## src/rtl/trojan5_decode_collector.sv

```systemverilog
// Re-encodes each valid one-hot decoder word to an index with integrity flags and
// queues the result with its address tag in a small FWFT FIFO; overflow drops are counted.
module trojan5_decode_collector #(
    parameter int  FIFO_DEPTH = 4,
    parameter int  ADDR_W     = 13,
    localparam int LVL_W      = $clog2(FIFO_DEPTH) + 1
) (
    input  logic              clk,
    input  logic              pon_rst_i,
    input  logic [15:0]       decoded_output_i,
    input  logic              decode_valid_i,
    input  logic [ADDR_W-1:0] prog_adr_i,
    input  logic              res_ready_i,
    output logic              res_valid_o,
    output logic [3:0]        res_index_o,
    output logic              res_onehot_ok_o,
    output logic              res_zero_o,
    output logic [ADDR_W-1:0] res_adr_o,
    output logic [LVL_W-1:0]  fifo_level_o,
    output logic              overflow_o,
    output logic [7:0]        drop_count_o
);
    localparam int PTR_W = $clog2(FIFO_DEPTH);
    localparam int ENT_W = ADDR_W + 6;

    logic [PTR_W-1:0] r_wr_ptr;
    logic [PTR_W-1:0] r_rd_ptr;
    logic [LVL_W-1:0] r_level;
    logic             r_overflow;
    logic [7:0]       r_drop_count;
    logic [ENT_W-1:0] r_mem [FIFO_DEPTH];

    logic [3:0]       w_index;
    logic [4:0]       w_ones;
    logic [ENT_W-1:0] w_entry;
    logic [ENT_W-1:0] w_head;
    logic             w_valid;
    logic             w_full;
    logic             w_pop;
    logic             w_push;
    logic             w_drop;

    // Scanning from the top down lets the lowest set bit win the index.
    always_comb begin
        w_index = 4'd0;
        w_ones  = 5'd0;
        for (int i = 15; i >= 0; i--) begin
            if (decoded_output_i[i]) begin
                w_index = 4'(i);
            end
            w_ones = w_ones + 5'(decoded_output_i[i]);
        end
    end

    assign w_entry = {prog_adr_i, (w_ones == 5'd0), (w_ones == 5'd1), w_index};

    assign w_valid = (r_level != '0);
    assign w_full  = (r_level == LVL_W'(FIFO_DEPTH));
    assign w_pop   = w_valid && res_ready_i;
    // A full FIFO still accepts a word when the head leaves on the same edge.
    assign w_push  = decode_valid_i && (!w_full || w_pop);
    assign w_drop  = decode_valid_i && w_full && !w_pop;

    always_ff @(posedge clk) begin
        if (w_push) begin
            r_mem[r_wr_ptr] <= w_entry;
        end
    end

    always_ff @(posedge clk or posedge pon_rst_i) begin
        if (pon_rst_i) begin
            r_wr_ptr     <= '0;
            r_rd_ptr     <= '0;
            r_level      <= '0;
            r_overflow   <= 1'b0;
            r_drop_count <= 8'd0;
        end else begin
            if (w_push) begin
                r_wr_ptr <= r_wr_ptr + 1'b1;
            end
            if (w_pop) begin
                r_rd_ptr <= r_rd_ptr + 1'b1;
            end
            case ({w_push, w_pop})
                2'b10:   r_level <= r_level + 1'b1;
                2'b01:   r_level <= r_level - 1'b1;
                default: r_level <= r_level;
            endcase
            if (w_drop) begin
                r_overflow <= 1'b1;
                if (r_drop_count != 8'hFF) begin
                    r_drop_count <= r_drop_count + 8'd1;
                end
            end
        end
    end

    // Storage is not reset, so head fields are masked to zero while empty.
    assign w_head          = r_mem[r_rd_ptr];
    assign res_valid_o     = w_valid;
    assign res_index_o     = w_valid ? w_head[3:0] : 4'd0;
    assign res_onehot_ok_o = w_valid && w_head[4];
    assign res_zero_o      = w_valid && w_head[5];
    assign res_adr_o       = w_valid ? w_head[ENT_W-1:6] : '0;
    assign fifo_level_o    = r_level;
    assign overflow_o      = r_overflow;
    assign drop_count_o    = r_drop_count;
endmodule

```

## config.mk

```make
export PLATFORM = sky130hd
export DESIGN_NAME = trojan5_decode_collector
export DESIGN_NICKNAME = d
export VERILOG_FILES = /design/src/rtl/trojan5_decode_collector.sv
export SDC_FILE = /design/constraint.sdc
export NUM_CORES = 1
export LEC_CHECK = 0
export BUFFER_PORTS_ARGS = -buffer_cell sky130_fd_sc_hd__buf_2
export CORE_MARGIN = 4
export CORE_UTILIZATION = 35
export DETAILED_ROUTE_END_ITERATION = 16
export SETUP_SLACK_MARGIN = 0.2
export SYNTH_ARGS = -nofsm -noshare
export SYNTH_HDL_FRONTEND = slang
export SYNTH_SLANG_ARGS = --single-unit
export TNS_END_PERCENT = 5
```

## constraint.sdc

```tcl
create_clock -name clk -period 2.57 [get_ports clk]
set_clock_uncertainty 0.05 [all_clocks]
set_input_delay 0.514 -clock clk [delete_from_list [all_inputs] [get_ports clk]]
set_output_delay 0.514 -clock clk [all_outputs]
set_load 0.01 [all_outputs]
```

# After elaboration in Yosys (flattened, before gate mapping)
# Memory sizes are Yosys's and may differ from the RTL's.
# Index checks and enable logic that the tools add are counted.
[word_totals]
output_inout_bits = 32
input_bits = 33
ramBits = 76
wordCells = 65
regBits = 16
n_memories = 1
[mem_list]
columns = ["name", "words", "width", "read_ports", "rd_clocked_by_memory_dff", "write_ports", "line", "rtl"]
rows = [
  ["r_mem", 4, 19, 1, 0, 1, "31", "logic [ENT_W-1:0] r_mem [FIFO_DEPTH];"],
]
[op_classes]
n_addsub = 20
n_reduce_logical = 13
n_eq_ne = 5
muxes = 21
[op_table]
columns = ["cell", "count"]
rows = [
  ["4-bit two-way mux", 17],
  ["5-bit by 1-bit adder with 5-bit output", 11],
  ["13-bit two-way mux", 1],
  ["8-bit by 1-bit adder with 8-bit output (second input constant)", 1],
  ["8-bit != test (second input constant)", 1],
  ["1-bit logical AND", 6],
  ["3-bit case mux with 2 select lines", 1],
  ["4-bit by 1-bit adder with 5-bit output", 1],
  ["5-bit by 1-bit equality test with 1-bit output (second input constant)", 1],
  ["5-bit logical NOT", 1],
  ["2-bit by 1-bit adder with 2-bit output (second input constant)", 2],
  ["3-bit by 1-bit adder with 4-bit output", 1],
  ["2-bit by 1-bit adder with 3-bit output", 1],
  ["3-bit by 1-bit adder with 3-bit output (second input constant)", 1],
  ["3-bit equality test (second input constant)", 1],
  ["3-bit nonzero test", 1],
  ["3-bit by 1-bit subtractor with 3-bit output (second input constant)", 1],
  ["1-bit by 1-bit adder with 2-bit output", 1],
  ["2-bit by 1-bit equality test with 1-bit output (second input constant)", 1],
  ["2-bit equality test (second input constant)", 1],
  ["1-bit logical NOT", 2],
  ["1-bit two-way mux", 2],
  ["2-bit AND reduction", 1],
  ["2-bit nonzero test", 1],
  ["1-bit logical OR", 1],
]

# Depth between registers and ports, before layout
[depth]
word_depth = 16
mapped_depth = 13
depth_no_buf = 13

# Worst setup path before layout
# Ideal clock, no wire load.
[synth_timing]
kind = "input-to-reg"
start = "in decoded_output_i[5]"
end = "mem r_mem[0][5] (netlist name) (data pin)"
path_buffers = 0
slack_ns = -1.736
t_arrival_ns = 4.086
required_ns = 2.350
setup_ns = 0.170
path_stages = 13
cell_sequence = "inv_1 > fa_1 > inv_1 > fa_1 > fa_1 > inv_1 > fa_1 > inv_1 > ha_1 > fa_1 > or2_2 > a2111oi_0 > nor2b_1"
[synth_via]
elab_chain_len = 7
[synth_rtl]
columns = ["element", "line", "rtl"]
rows = [
  ["from (decl)", "10", "input logic [15:0] decoded_output_i,"],
  ["5-bit by 1-bit adder with 5-bit output (6 in series)", "51", "w_ones = w_ones + 5'(decoded_output_i[i]);"],
  ["5-bit logical NOT", "55", "assign w_entry = {prog_adr_i, (w_ones == 5'd0), (w_ones == 5'd1), w_index};"],
  ["via w_entry[5]", "35", "logic [ENT_W-1:0] w_entry;"],
  ["to (decl)", "31", ""],
]
# The timed path passes the listed nets, and every way through them passes these cells.

# Worst setup path after layout
[layout_timing]
start = "in decoded_output_i[11]"
end = "mem r_mem[2][4] (netlist name) (data pin)"
[layout_via]
elab_chain_len = 13
[layout_rtl]
columns = ["element", "line"]
rows = [
  ["4-bit by 1-bit adder with 5-bit output", "51"],
  ["5-bit by 1-bit adder with 5-bit output (11 in series)", "51"],
  ["5-bit by 1-bit equality test with 1-bit output", "55"],
  ["via w_entry[4]", "35"],
]
# The timed path passes the listed nets, and every way through them passes these cells.

==> insert_results.sql <==
INSERT INTO impl_metrics (metric_group, metric, value, unit) VALUES
('floorplanning', 'rows', '39', ''),
('drt', 'met3RoutedLength', '291', 'um'),
('outcome', 'run_status', 'complete, but fails checks', ''),
('final_layout', 'most_common_cell_after_layout_fill_and_taps_aside', 'sky130_fd_sc_hd__edfxtp_1', ''),
('drt', 'drc', '0', ''),
('synthesis', 'synthesized_net_count', '323', ''),
('cts', 'cts-root-to-sink-buffers', '2', ''),
('placed_design', 'pre_cts_ws', '-1.74', 'ns'),
('final_layout', 'layout.cells.most_common_list', 'sky130_fd_sc_hd__edfxtp_1, sky130_fd_sc_hd__buf_2, sky130_fd_sc_hd__inv_1, sky130_fd_sc_hd__buf_4, sky130_fd_sc_hd__mux4_2', ''),
('power_and_ir_drop', 'vdd.ir_drop.worst', '0.000447', 'V'),
('critical_path', 'worst_r2r_startpoint', 'fifo_level_o[1]', ''),
('global_route', 'grt_first_pass_wirelength', '13400', 'um'),
('synthesis', 'post_syn_area', '4240', 'sq um'),
('drt', 'dr.first_iter.drc_count', '130', ''),
('cts', 'cts_num_sinks', '92', ''),
('cts', 'cts.repair_timing.setup_buffer_count', '0', ''),
('sta', 'worst_slack', '-1.31', 'ns'),
('outcome', 'violations_in_the_final_reports', 'setup timing', ''),
('floorplanning', 'chipWidth', '118', 'um'),
('drt', 'initial_drt_pass_iterations', '4', ''),
('sta', 'setup_viol_count_final', '8', ''),
('global_route', 'grtUsageTotal', '12.3', '%'),
('final_layout', 'final.fill_count', '1023', ''),
('drt', 'wl', '8030', 'um'),
('job', 'cap_viol_max_count', '0', ''),
('sta', 'setup_tns', '-10.46', 'ns'),
('critical_path', 'cp_data_required_time', '2.70', 'ns'),
('synthesis', 'postSynthAreaPerCell', '15.8', 'sq um'),
('synthesis', 'async_flop_share', '17.4', '%'),
('floorplanning', 'core_outline_area', '11700', 'sq um'),
('sta', 'final-max-slew-violation-count', '0', ''),
('placed_design', 'place.port_buffers', '64', ''),
('final_layout', 'finish.instance_area', '5450', 'sq um'),
('critical_path', 'cp-end-kind', 'register', ''),
('final_layout', 'area.growth.synth_to_final', '28.6', '%'),
('drt', 'drt_met1_wl', '3400', 'um'),
('cts', 'cts_buffers', '9', ''),
('floorplanning', 'die-height', '118', 'um'),
('placed_design', 'placed_area', '4970', 'sq um'),
('synthesis', 'number_of_enable_type_register_cells_in_the_synthesized_netlist', '76', ''),
('drt', 'post_drt_via_cell_ratio', '4.86', ''),
('global_route', 'largest_net_degree_at_the_start_of_global_routing', '21', ''),
('cts', 'insertion_delay', '0.33', 'ns'),
('min_path', 'tightest_hold_check_type', 'input pin to asynchronous set/reset pin', ''),
('critical_path', 'cp-start-kind', 'input pin', ''),
('placed_design', 'placedCellCount', '496', ''),
('placed_design', 'place.gp.congestion', '0.809', ''),
('sta', 'slew-limit-headroom', '58.1', '%'),
('floorplanning', 'floorplan.initialDensity', '36.4', '%'),
('synthesis', 'seq_area_frac_synth', '63.2', '%'),
('drt', 'routed-via-count', '2488', ''),
('sta', 'grt_setup_unrepaired', 'true', ''),
('critical_path', 'worst_r2r_path_depth', '9', ''),
('critical_path', 'path_class', 'input pin to register', ''),
('sta', 'achievable_freq', '258', 'MHz'),
('critical_path', 'worstReg2RegEnd', 'fifo_level_o[2]', ''),
('global_route', 'antenna_found_initial', '0', ''),
('final_layout', 'final_cells', '512', ''),
('drt', 'wl_per_cell', '15.7', 'um'),
('synthesis', 'postSynthCellCount', '268', ''),
('cts', 'post_cts_hold_buffer_count', '0', ''),
('placed_design', 'post-dp-hpwl', '5520', 'um'),
('final_layout', 'post_route_cells_drive_above_1_share', '42.3', '%'),
('critical_path', 'cpPeakStageDelay', '0.52', 'ns'),
('critical_path', 'timing.critical_path.cells', 'buf_6 -> fa_1 -> inv_1 -> fa_1 -> inv_1 -> fa_1 -> inv_1 -> fa_1 -> inv_1 -> ha_2 -> fa_2 -> or2_4 -> a2111oi_4 -> and2_1', ''),
('power_and_ir_drop', 'cellPowerDensity', '1110', 'nW/um^2'),
('synthesis', 'ys_dominant_reg_cell', 'sky130_fd_sc_hd__edfxtp_1', ''),
('cts', 'ctsHtreeMaxLevel', '3', ''),
('drt', 'detailroute.wirelength.met2', '4220', 'um'),
('cts', 'cts_tree', 'done', ''),
('critical_path', 'regToRegSetupSlack', '0.30', 'ns');
==> critical path, delay by kind of cell <==
kind / cells / cell delay (ns)
compound gates: 1 / 0.30
fa+ha+maj: 6 / 2.44
buf+inv: 5 / 0.29
simple gates: 2 / 0.46
==> cell usage after synthesis (all sizes together) (3+ instances only) <==
cell	n	area share, %
clkbuf	4	0.35
mux4	19	10
nand3	4	0.47
dfrtp	16	9.4
a21oi	8	0.94
nor4	3	0.59
ha	11	3.2
nor2	9	0.80
and3	5	0.74
and2	23	3.4
o21ai	3	0.35
nand2	7	0.62
fa	11	5.2
xnor2	6	1.2
inv	31	2.7
nand4	3	0.44
edfxtp	76	54
xor2	4	0.83
==> how the worst max path moves through the flow <==
stage	from	end	slack, ns	depth (start not counted)
final	decoded_output_i[11]	r_mem[2][4]	-1.31	14
after floorplan	decoded_output_i[5]	r_mem[0][5]	-1.49	13
after global routing	decoded_output_i[11]	r_mem[0][4]	-1.45	14
after detailed placement	decoded_output_i[5]	r_mem[3][4]	-1.74	14
after CTS	decoded_output_i[5]	r_mem[2][4]	-1.31	14
after global placement	decoded_output_i[5]	r_mem[0][5]	-1.69	14
==> metrics by stage <==
step / hold slack, ns / utilization [%]
2_1_floorplan: 0.378 / -
3_3_place_gp: 0.406 / 42.7
3_5_place_dp: 0.411 / 42.7
4_1_cts: 0.222 / 46.2
5_1_grt: 0.261 / 46.8
6_report: 0.201 / 46.8
==> layer usage <==
metal  up-vias  GRT usage (%)
met5         -              0
met4         0           4.18
met3         9           3.12
met2        49           21.5
met1      1247           14.8
li1       1183              -
==> registers in the layout (all words and copies together) (netlist names) <==
| name | cells |
|---|---|
| drop_count_o | 8 |
| fifo_level_o | 3 |
| overflow_o | 1 |
| r_mem | 76 |
| r_rd_ptr | 2 |
| r_wr_ptr | 2 |
==> what timing repair did <==
action | 4_1_cts | 5_1_grt
gates resized for setup | 28 | 16
endpoints found under the setup margin | 25 | 28
pin swaps | 6 | 3
hold endpoints to repair | 0 | 0
==> cells by family after synthesis <==
group	after synthesis	share of synthesized area (%)
compound gates	22	3.45
xor+xnor	10	2.06
fa+ha+maj	22	8.44
buf+inv	37	3.33
flops	92	63.2
mux	22	10.9
simple gates	63	8.61
==> layout make-up <==
type,count,area (sq um),area share (%)
timing repair buffer,91,671,12.3
multi-input combinational,139,1500,27.5
tap,143,179,3.28
sequential,92,2680,49.2
inverter,31,119,2.18
clock buffer,10,229,4.20
clock inverter,6,72.6,1.33
==> power by group <==
| group | switching [uW] | leakage [uW] | internal (uW) |
|---|---|---|---|
| combinational | 1120 | 0.00116 | 1470 |
| sequential | 154 | 0.000891 | 2000 |
| clock | 533 | 0.000143 | 762 |
| total | 1810 | 0.00219 | 4240 |
No activity file was read; power rests on OpenSTA's default activity.
